===== config.mk =====
export PLATFORM = sky130hd
export DESIGN_NAME = uart_receiver_flat
export DESIGN_NICKNAME = d
export VERILOG_FILES = /design/src/rtl/uart_receiver_pkg.sv /design/src/rtl/uart_receiver_if.sv /design/src/rtl/uart_receiver_sync_2ff.sv /design/src/rtl/uart_receiver.sv /design/src/flat_wrapper.sv
export SDC_FILE = /design/constraint.sdc
export NUM_CORES = 1
export LEC_CHECK = 0
export BUFFER_PORTS_ARGS = -buffer_cell sky130_fd_sc_hd__buf_2
export CAP_MARGIN = 5
export CORE_MARGIN = 2
export CORE_UTILIZATION = 29
export DETAILED_ROUTE_END_ITERATION = 7
export GPL_ROUTABILITY_DRIVEN = 1
export SETUP_SLACK_MARGIN = 0.02
export SLEW_MARGIN = 20
export SYNTH_ARGS = -nofsm -noshare
export SYNTH_HDL_FRONTEND = slang
export SYNTH_SLANG_ARGS = --single-unit
export TNS_END_PERCENT = 20

===== constraint.sdc =====
create_clock -name clock -period 1.83 [get_ports clock]
set_input_delay 0.0915 -clock clock [delete_from_list [all_inputs] [get_ports clock]]
set_output_delay 0.0915 -clock clock [all_outputs]
set_load 0.02 [all_outputs]

===== src/rtl/uart_receiver_pkg.sv =====
// uart_receiver_pkg: frame constants and FSM encoding shared by the UART receive and transmit sides.
package uart_receiver_pkg;
   typedef enum logic [2:0] {
      IDLE  = 3'd0,
      START = 3'd1,
      DATA  = 3'd2,
      STOP  = 3'd3,
      BREAK = 3'd4
   } state_e;
   localparam int UART_DATA_BITS = 8;
   function automatic int half_bit(input int clocks_per_bit);
      return (clocks_per_bit - 1) / 2;
   endfunction
endpackage


===== src/rtl/uart_receiver_if.sv =====
// uart_receiver_if: serial line plus received-byte outputs of the UART receiver.
interface uart_receiver_if;
   import uart_receiver_pkg::*;
   logic                      serial_rx;
   logic                      received_valid;
   logic [UART_DATA_BITS-1:0] received_data;
   logic                      framing_error;
   logic                      active;
   modport master (input serial_rx, output received_valid, received_data, framing_error, active);
   modport slave (output serial_rx, input received_valid, received_data, framing_error, active);
endinterface


===== src/rtl/uart_receiver_sync_2ff.sv =====
// uart_receiver_sync_2ff: two-flop synchroniser for asynchronous inputs with a selectable reset value.
module uart_receiver_sync_2ff #(
   parameter logic RESET_VALUE = 1'b1
) (
   input  logic clock,
   input  logic reset,
   input  logic d_i,
   output logic q_o
);
   logic [1:0] ff_q;
   always_ff @(posedge clock) begin
      ff_q <= reset ? {2{RESET_VALUE}} : {ff_q[0], d_i};
   end
   assign q_o = ff_q[1];
endmodule


===== src/rtl/uart_receiver.sv =====
// uart_receiver: 8N1 LSB-first serial receiver with midpoint sampling and stop-bit framing check.
module uart_receiver
   import uart_receiver_pkg::*;
#(
   parameter int CLOCKS_PER_BIT = 5
) (
   input  logic clock,
   input  logic reset,
   uart_receiver_if.master rx
);
   localparam int CW = $clog2(CLOCKS_PER_BIT);
   localparam int BW = $clog2(UART_DATA_BITS);
   localparam logic [CW-1:0] HALF_C = CW'(half_bit(CLOCKS_PER_BIT));
   localparam logic [CW-1:0] LAST_C = CW'(CLOCKS_PER_BIT - 1);
   localparam logic [BW-1:0] LAST_BIT_C = BW'(UART_DATA_BITS - 1);

   state_e                    state_q, state_d;
   logic [CW-1:0]             clk_q, clk_d;
   logic [BW-1:0]             bit_q, bit_d;
   logic [UART_DATA_BITS-1:0] shift_q, shift_d, data_q;
   logic                      done_q, done_d, ok_q, valid_q, ferr_q;
   logic                      rx_s;
   logic                      tick;

   uart_receiver_sync_2ff #(.RESET_VALUE(1'b1)) u_sync (
      .clock (clock),
      .reset (reset),
      .d_i   (rx.serial_rx),
      .q_o   (rx_s)
   );

   assign tick = clk_q == LAST_C;

   always_comb begin
      state_d = state_q;
      clk_d   = clk_q;
      bit_d   = bit_q;
      shift_d = shift_q;
      done_d  = 1'b0;
      case (state_q)
         IDLE: begin
            state_d = rx_s ? IDLE : START;
            clk_d   = '0;
         end
         START: begin
            if (clk_q == HALF_C) begin
               state_d = rx_s ? IDLE : DATA;
               clk_d   = '0;
               bit_d   = '0;
            end else begin
               clk_d = clk_q + 1'b1;
            end
         end
         DATA: begin
            if (tick) begin
               shift_d = {rx_s, shift_q[UART_DATA_BITS-1:1]};
               clk_d   = '0;
               bit_d   = bit_q + 1'b1;
               state_d = bit_q == LAST_BIT_C ? STOP : DATA;
            end else begin
               clk_d = clk_q + 1'b1;
            end
         end
         STOP: begin
            if (tick) begin
               done_d  = 1'b1;
               clk_d   = '0;
               state_d = rx_s ? IDLE : BREAK;
            end else begin
               clk_d = clk_q + 1'b1;
            end
         end
         BREAK:   state_d = rx_s ? IDLE : BREAK;
         default: state_d = IDLE;
      endcase
   end

   // stop-bit verdict is captured with the sample, then published one cycle later
   always_ff @(posedge clock) begin
      if (reset) begin
         state_q <= IDLE;
         clk_q   <= '0;
         bit_q   <= '0;
         shift_q <= '0;
         done_q  <= 1'b0;
         ok_q    <= 1'b0;
         valid_q <= 1'b0;
         ferr_q  <= 1'b0;
         data_q  <= '0;
      end else begin
         state_q <= state_d;
         clk_q   <= clk_d;
         bit_q   <= bit_d;
         shift_q <= shift_d;
         done_q  <= done_d;
         ok_q    <= rx_s;
         valid_q <= done_q & ok_q;
         ferr_q  <= done_q & ~ok_q;
         data_q  <= (done_q & ok_q) ? shift_q : data_q;
      end
   end

   assign rx.received_valid = valid_q;
   assign rx.received_data  = data_q;
   assign rx.framing_error  = ferr_q;
   assign rx.active         = state_q != IDLE;
endmodule

===== src/flat_wrapper.sv =====
// flat-port wrapper written by rule: the top's interface ports become plain ports
module uart_receiver_flat import uart_receiver_pkg::*;
#(
   parameter int CLOCKS_PER_BIT = 5
)
  (clock, reset, rx_serial_rx, rx_received_valid, rx_received_data, rx_framing_error, rx_active);
  uart_receiver_if rx_i ();
  input  logic clock;
  input  logic reset;
  input wire logic [$bits(rx_i.serial_rx)-1:0] rx_serial_rx;
  output wire logic [$bits(rx_i.received_valid)-1:0] rx_received_valid;
  output wire logic [$bits(rx_i.received_data)-1:0] rx_received_data;
  output wire logic [$bits(rx_i.framing_error)-1:0] rx_framing_error;
  output wire logic [$bits(rx_i.active)-1:0] rx_active;
  assign rx_i.serial_rx = rx_serial_rx;
  assign rx_received_valid = rx_i.received_valid;
  assign rx_received_data = rx_i.received_data;
  assign rx_framing_error = rx_i.framing_error;
  assign rx_active = rx_i.active;
  uart_receiver #(.CLOCKS_PER_BIT(CLOCKS_PER_BIT)) u_core (.clock(clock), .reset(reset), .rx(rx_i));
endmodule

==> results of run 1 <==
per-stage QoR:
stage	hold slack, ns	std cells	setup WS (ns)	power [mW]
3_3_place_gp	0.280	204	0.211	1.07
2_1_floorplan	0.195	147	0.273	1.02
6_report	0.295	213	0.159	1.75
5_1_grt	0.319	213	0.0613	1.83
4_1_cts	0.300	213	0.151	1.77
3_5_place_dp	0.281	204	0.178	1.07
registers in the layout, summed over array words and instances (netlist names):
name,flops
u_core.u_sync.ff_q,2
u_core.rx.framing_error,1
u_core.state_q,3
u_core.bit_q,3
u_core.rx.received_data,8
u_core.done_q,1
u_core.rx.received_valid,1
u_core.shift_q,8
u_core.ok_q,1
u_core.clk_q,3
cell usage in the layout (no fill, tap or decap), types with 2 or more instances in the layout:
master / count
buf_2: 13
nor2_1: 7
nor3b_1: 2
o21ai_0: 2
a211oi_1: 2
nand2b_1: 2
nor2b_1: 2
a21oi_1: 19
nor3_1: 2
or4b_1: 2
clkbuf_8: 6
nand2_1: 29
nand3_1: 9
ha_1: 5
mux2i_1: 2
inv_1: 3
and3_1: 2
or2_2: 2
a221oi_2: 2
dfxtp_1: 31
a22oi_1: 2
metal layers:
metal	global-route usage, %	vias to the layer above	wire length (um)
li1	-	531	-
met1	12.0	437	1210
met2	14.3	14	979
met3	3.85	4	97
met4	4.40	0	31
met5	0	-	0
critical path: cells and delay by family, from the launching register on:
family          cells  cell delay (ns)
fa+ha+maj           1             0.22
compound gates      2             0.31
buf+inv             1             0.08
simple gates        2             0.58
flops               1             0.39
cells by family after synthesis:
logic type | count (synthesis)
AO/OA/AOI/OAI | 31
adder cells (fa/ha/maj) | 5
buffers and inverters | 12
flip-flops | 31
multiplexers | 2
AND/OR/NAND/NOR | 66
power by group:
| part | switching [mW] | internal [mW] | leakage, nW |
|---|---|---|---|
| Sequential | 0.0858 | 0.707 | 0.251 |
| Combinational | 0.137 | 0.128 | 0.253 |
| Clock | 0.250 | 0.440 | 0.0612 |
| Total | 0.473 | 1.28 | 0.565 |
timing repair:
| item | in CTS | in global routing |
|---|---|---|
| buffers inserted | 0 | 0 |
| endpoints found under the hold margin | 1 | 0 |
| hold buffers | 1 | 0 |
area by class of cell:
type                    instances  area share, %
multi-input cells             104           40.8
well taps                      52           4.29
flip-flops and latches         31           41.0
clock inverters                 2           2.31
clock buffers                   6           5.45
inverters                       3          0.743
repair buffers                 15           5.45
worst max path at each step:
stage,from,to,slack [ns],cells after the start
after floorplan,u_core.clk_q[0]$_SDFFE_PP0P_,u_core.state_q[0]$_SDFFE_PP0P_,0.27,5
after global placement,u_core.clk_q[0]$_SDFFE_PP0P_,u_core.state_q[0]$_SDFFE_PP0P_,0.21,5
after detailed placement,u_core.clk_q[0]$_SDFFE_PP0P_,u_core.state_q[0]$_SDFFE_PP0P_,0.18,6
after CTS,u_core.clk_q[0]$_SDFFE_PP0P_,u_core.state_q[0]$_SDFFE_PP0P_,0.15,6
after global routing,u_core.clk_q[0]$_SDFFE_PP0P_,u_core.state_q[0]$_SDFFE_PP0P_,0.06,6
final,u_core.clk_q[0]$_SDFFE_PP0P_,u_core.state_q[0]$_SDFFE_PP0P_,0.16,6
==> metrics, run 1 <==
CTS tree done; H-tree level count 2; worst-margin pin slew 0.583 ns; die height 70.7 um; number of gates resized after CTS 0; fin area approximately 1500 um^2; global-route usage over all layers a little under a tenth; synth top area cells dfxtp_1, nand2_1, a21oi_1; worst hold path type primary input to flip-flop; final core utilization a little over a third; Lkg Pwr about 0.56 nW; clk root buf clkbuf_8; register area share after synthesis 48.2%; CP arrival 1.86 ns; Top FF cell, synth dfxtp_1; CP Cell Sequence inv_1, ha_1, or2b_1, a21oi_1, or3_4, a221oi_2; multiplexer share of the synthesized area about 1.6%; antenna-violating nets left 0; most common cell in the netlist dfxtp_1; outcome finished clean; DR iter-0 viols 63; Synth Warn # 0; Max Cap Viol 0; share of cells above drive strength 1 ~17%; clk sinks 31; Clock Tree Buf Depth 2; Buffers on Ports 13; synthesized cell area 1290 um^2; Layout area overhead 17.6%; Post-Synth XOR/XNOR Area 0%; # diodes 0; hold path startpoint reset; 1st-pass router iterations 4; area leader, netlist dfxtp_1; DRT Wirelength 2320 um; Setup violations, final 0; remaining global-route overflow 0; Post-DP Area approximately 1400 um^2; Post-synth EDFFs 0; vias in the first global route 816; clk_skew 0.00553 ns; global-route wire length before repair 3730 um; Final TNS setup 0 ns; via/cell ratio 4.63; Crit. End Element flip-flop; synth unique cells 33; RSZ-0062 raised after global routing false; Worst path max stage delay 0.39 ns; worst endpoint required time just over 2 ns; routability cong. 0.720; Worst-path clk slew approximately 0.070 ns; Cell Rows 24; Vias between 900 and 1,000; hold violation count in the final report 0; Top Ports 14; Mapped Cells 147; Starting Density 29.8%; worst r2r dst u_core.state_q[0]$_SDFFE_PP0P_; list of most frequent post-synthesis cells dfxtp_1, nand2_1, a21oi_1, nand3_1, nor2_1; Synth Register Bits 31; clock latency on the worst-skew pair 0.28 ns; Setup crit start kind flip-flop; asr flop ratio synth 0%; WL per Instance approximately 11 um; area of the multi-input gates 618 um^2; Final Cycle Share 91.3%; Die X 70.7 um; final worst path period need between 1.5 and 2 ns; antenna violations before repair 0; fmax 599 MHz; VDD IR max between 0.0005 and 0.0006 V; CTS buffer count 5; Critical Setup Path Class flip-flop to flip-flop; R2R setup slack 0.16 ns; post-synthesis adder-cell area fraction just under 5%; Mapped Nets ~160; Die ar. between 4000 and 5000 um^2; R2R depth 6; Avg Inst Size Synth just under 9 um^2; worst hold path endpoint u_core.bit_q[0]$_SDFFE_PP0P_; P per Cell Area 1150 nW/um^2; drt drc 0; Layout fillers ~470; DP HPWL approximately 1500 um; largest net degree at the start of global routing 34; post-synthesis compound-gate area fraction 15.4%; Critical Path Slowest Stage Cell dfxtp_1; WHS Path Cells 2; Worst slew margin 61.1%; largest family of logic cells by synthesized area simple AND/OR/NAND/NOR gates; Max FO, Critical Path 5; core area ~4300 um^2; worst r2r src u_core.clk_q[0]$_SDFFE_PP0P_; NumNets Final 168; post-synth top area share 48.2%; Synth Area in Simple Gates 26.1%; Max Slew Vio Count 0; sequential cell area 621 um^2
Note: power is estimated with default switching activity, not from simulation.
==> inputs of run 2 (changes only) <==
- CORE_ASPECT_RATIO: default -> 1.5
- PLACE_DENSITY: default -> 0.47
==> run 2 against run 1 <==
Clock-buffer cell count stayed put; non-clock buffer count up 1; total power is 0.12% higher; clock skew shrank 0.0014 ns; sequential share of layout area is the same; design area unchanged; worst setup slack got worse by 0.033 ns; via count rose by 3.4%; global-route usage grew 1.9 points; critical path depth decreased by 1; critical path type unchanged; die area grew 0.23%.
==> metrics, run 2 (synthesized netlist as in run 1, its figures left out) <==
Post-DP Area 1390 um^2; clk_skew 0.00410 ns; Die ar. 5000 um^2; RSZ-0062 raised after global routing false; CTS buffer count 5; clock latency on the worst-skew pair about 0.28 ns; drt drc 0; fin area between 1500 and 2000 um^2; Post-Place Cells 199; Vias 1,020; Layout area overhead 17.6%; Die X 58.4 um; H-tree level count 2; DR iter-0 viols 36; Max Slew Vio Count 0; share of cells above drive strength 1 17.9%; VDD IR max 0.000672 V; vias in the first global route 989; worst hold path endpoint u_core.bit_q[1]$_SDFFE_PP0P_; clk root buf clkbuf_8; worst r2r src u_core.clk_q[0]$_SDFFE_PP0P_; core area around 4200 um^2; WHS Path Cells 2; number of gates resized after CTS 0; Critical Setup Path Class flip-flop to flip-flop; worst-margin pin slew roughly 0.59 ns; Max Cap Viol 0; Worst slew margin about three fifths; fmax 587 MHz; largest net degree at the start of global routing 34; Max FO, Critical Path 5; Non-Filler Instances between 200 and 250; Starting Density between 30% and 40%; NumNets Final 169; via/cell ratio 4.90; clk sinks 31; die height 85.6 um; R2R setup slack 0.13 ns; # diodes 0; routability cong. around 0.84; global-route wire length before repair 4370 um; WL per Instance 11.7 um; Setup violations, final 0; P per Cell Area 1160 nW/um^2; hold violation count in the final report 0; worst hold path type primary input to flip-flop; Setup crit start kind flip-flop; worst endpoint required time 2.02 ns; global-route usage over all layers 11.4%; most common cell after layout, fill and taps aside dfxtp_1; Cell Rows 29; Clock Tree Buf Depth 2; worst r2r dst u_core.state_q[1]$_SDFFE_PP0P_; Worst-path clk slew 0.06 ns; Lkg Pwr 0.570 nW; antenna violations before repair 0; antenna-violating nets left 0; outcome finished clean; CP arrival around 1.9 ns; hold path startpoint reset; most frequent cells in the layout dfxtp_1, nand2_1, a21oi_1; Final Cycle Share 93.1%; CTS tree done; final worst path period need 1.70 ns; remaining global-route overflow 0; DRT Wirelength 2430 um; Final TNS setup 0 ns; 1st-pass router iterations 4; R2R depth 5; Crit. End Element flip-flop; Top Ports 14; Buffers on Ports 13; postcts setup bufs 0; DP HPWL ~1700 um
run 2: changes by cell type in the layout (fill, tap and decap cells not counted), sizes merged:
cell / change
buf: +1
run 2: metrics by stage:
step	hold WS [ns]	utilization, %	power (mW)	setup WS (ns)
3_5_place_dp	0.278	32.7	1.07	0.167
3_3_place_gp	0.276	32.7	1.07	0.214
2_1_floorplan	0.195	-	1.02	0.273
4_1_cts	0.305	35.7	1.77	0.136
6_report	0.294	35.7	1.75	0.127
5_1_grt	0.337	35.7	1.84	0.0281
run 2: worst max-delay path by stage:
stage	from	endpoint	cells past startpoint
5_1_grt	u_core.clk_q[0]$_SDFFE_PP0P_	u_core.state_q[0]$_SDFFE_PP0P_	6
6_report	u_core.clk_q[0]$_SDFFE_PP0P_	u_core.state_q[1]$_SDFFE_PP0P_	5
3_5_place_dp	u_core.clk_q[0]$_SDFFE_PP0P_	u_core.state_q[1]$_SDFFE_PP0P_	5
3_3_place_gp	u_core.clk_q[0]$_SDFFE_PP0P_	u_core.state_q[0]$_SDFFE_PP0P_	5
4_1_cts	u_core.clk_q[0]$_SDFFE_PP0P_	u_core.state_q[1]$_SDFFE_PP0P_	5
2_1_floorplan	u_core.clk_q[0]$_SDFFE_PP0P_	u_core.state_q[0]$_SDFFE_PP0P_	5
run 2: layout make-up:
type	count	area, um^2
Timing Repair Buffer	16	90.1
Multi-Input combinational cell	104	618
Sequential cell	31	621
Clock buffer	6	82.6
Clock inverter	2	35.0
Fill cell	450	2730
Tap cell	46	57.6
Inverter	3	11.3
run 2: what timing repair did:
| action | CTS | global route |
|---|---|---|
| endpoints found under the hold margin | 1 | 0 |
| hold buffers | 1 | 0 |
| setup endpoints to repair | 0 | 0 |
run 2: routing by layer:
layer / part of all wire, % / GRT usage [%]
met2: 51 / 19.4
met1: 43 / 12.3
met4: 2.1 / 5.07
met5: 0 / 0
met3: 3.7 / 4.07
run 2: worst max-delay path, cell delays in order (launching register included):
cell	delay, ns
dfxtp_1	0.41
inv_1	0.09
ha_1	0.26
and3_1	0.21
or3_4	0.41
a221oi_2	0.24
run 2: power breakdown:
part           switching (mW)  internal [mW]  total [mW]
registers              0.0886          0.707       0.796
logic                   0.135          0.128       0.263
clock network           0.252          0.440       0.692
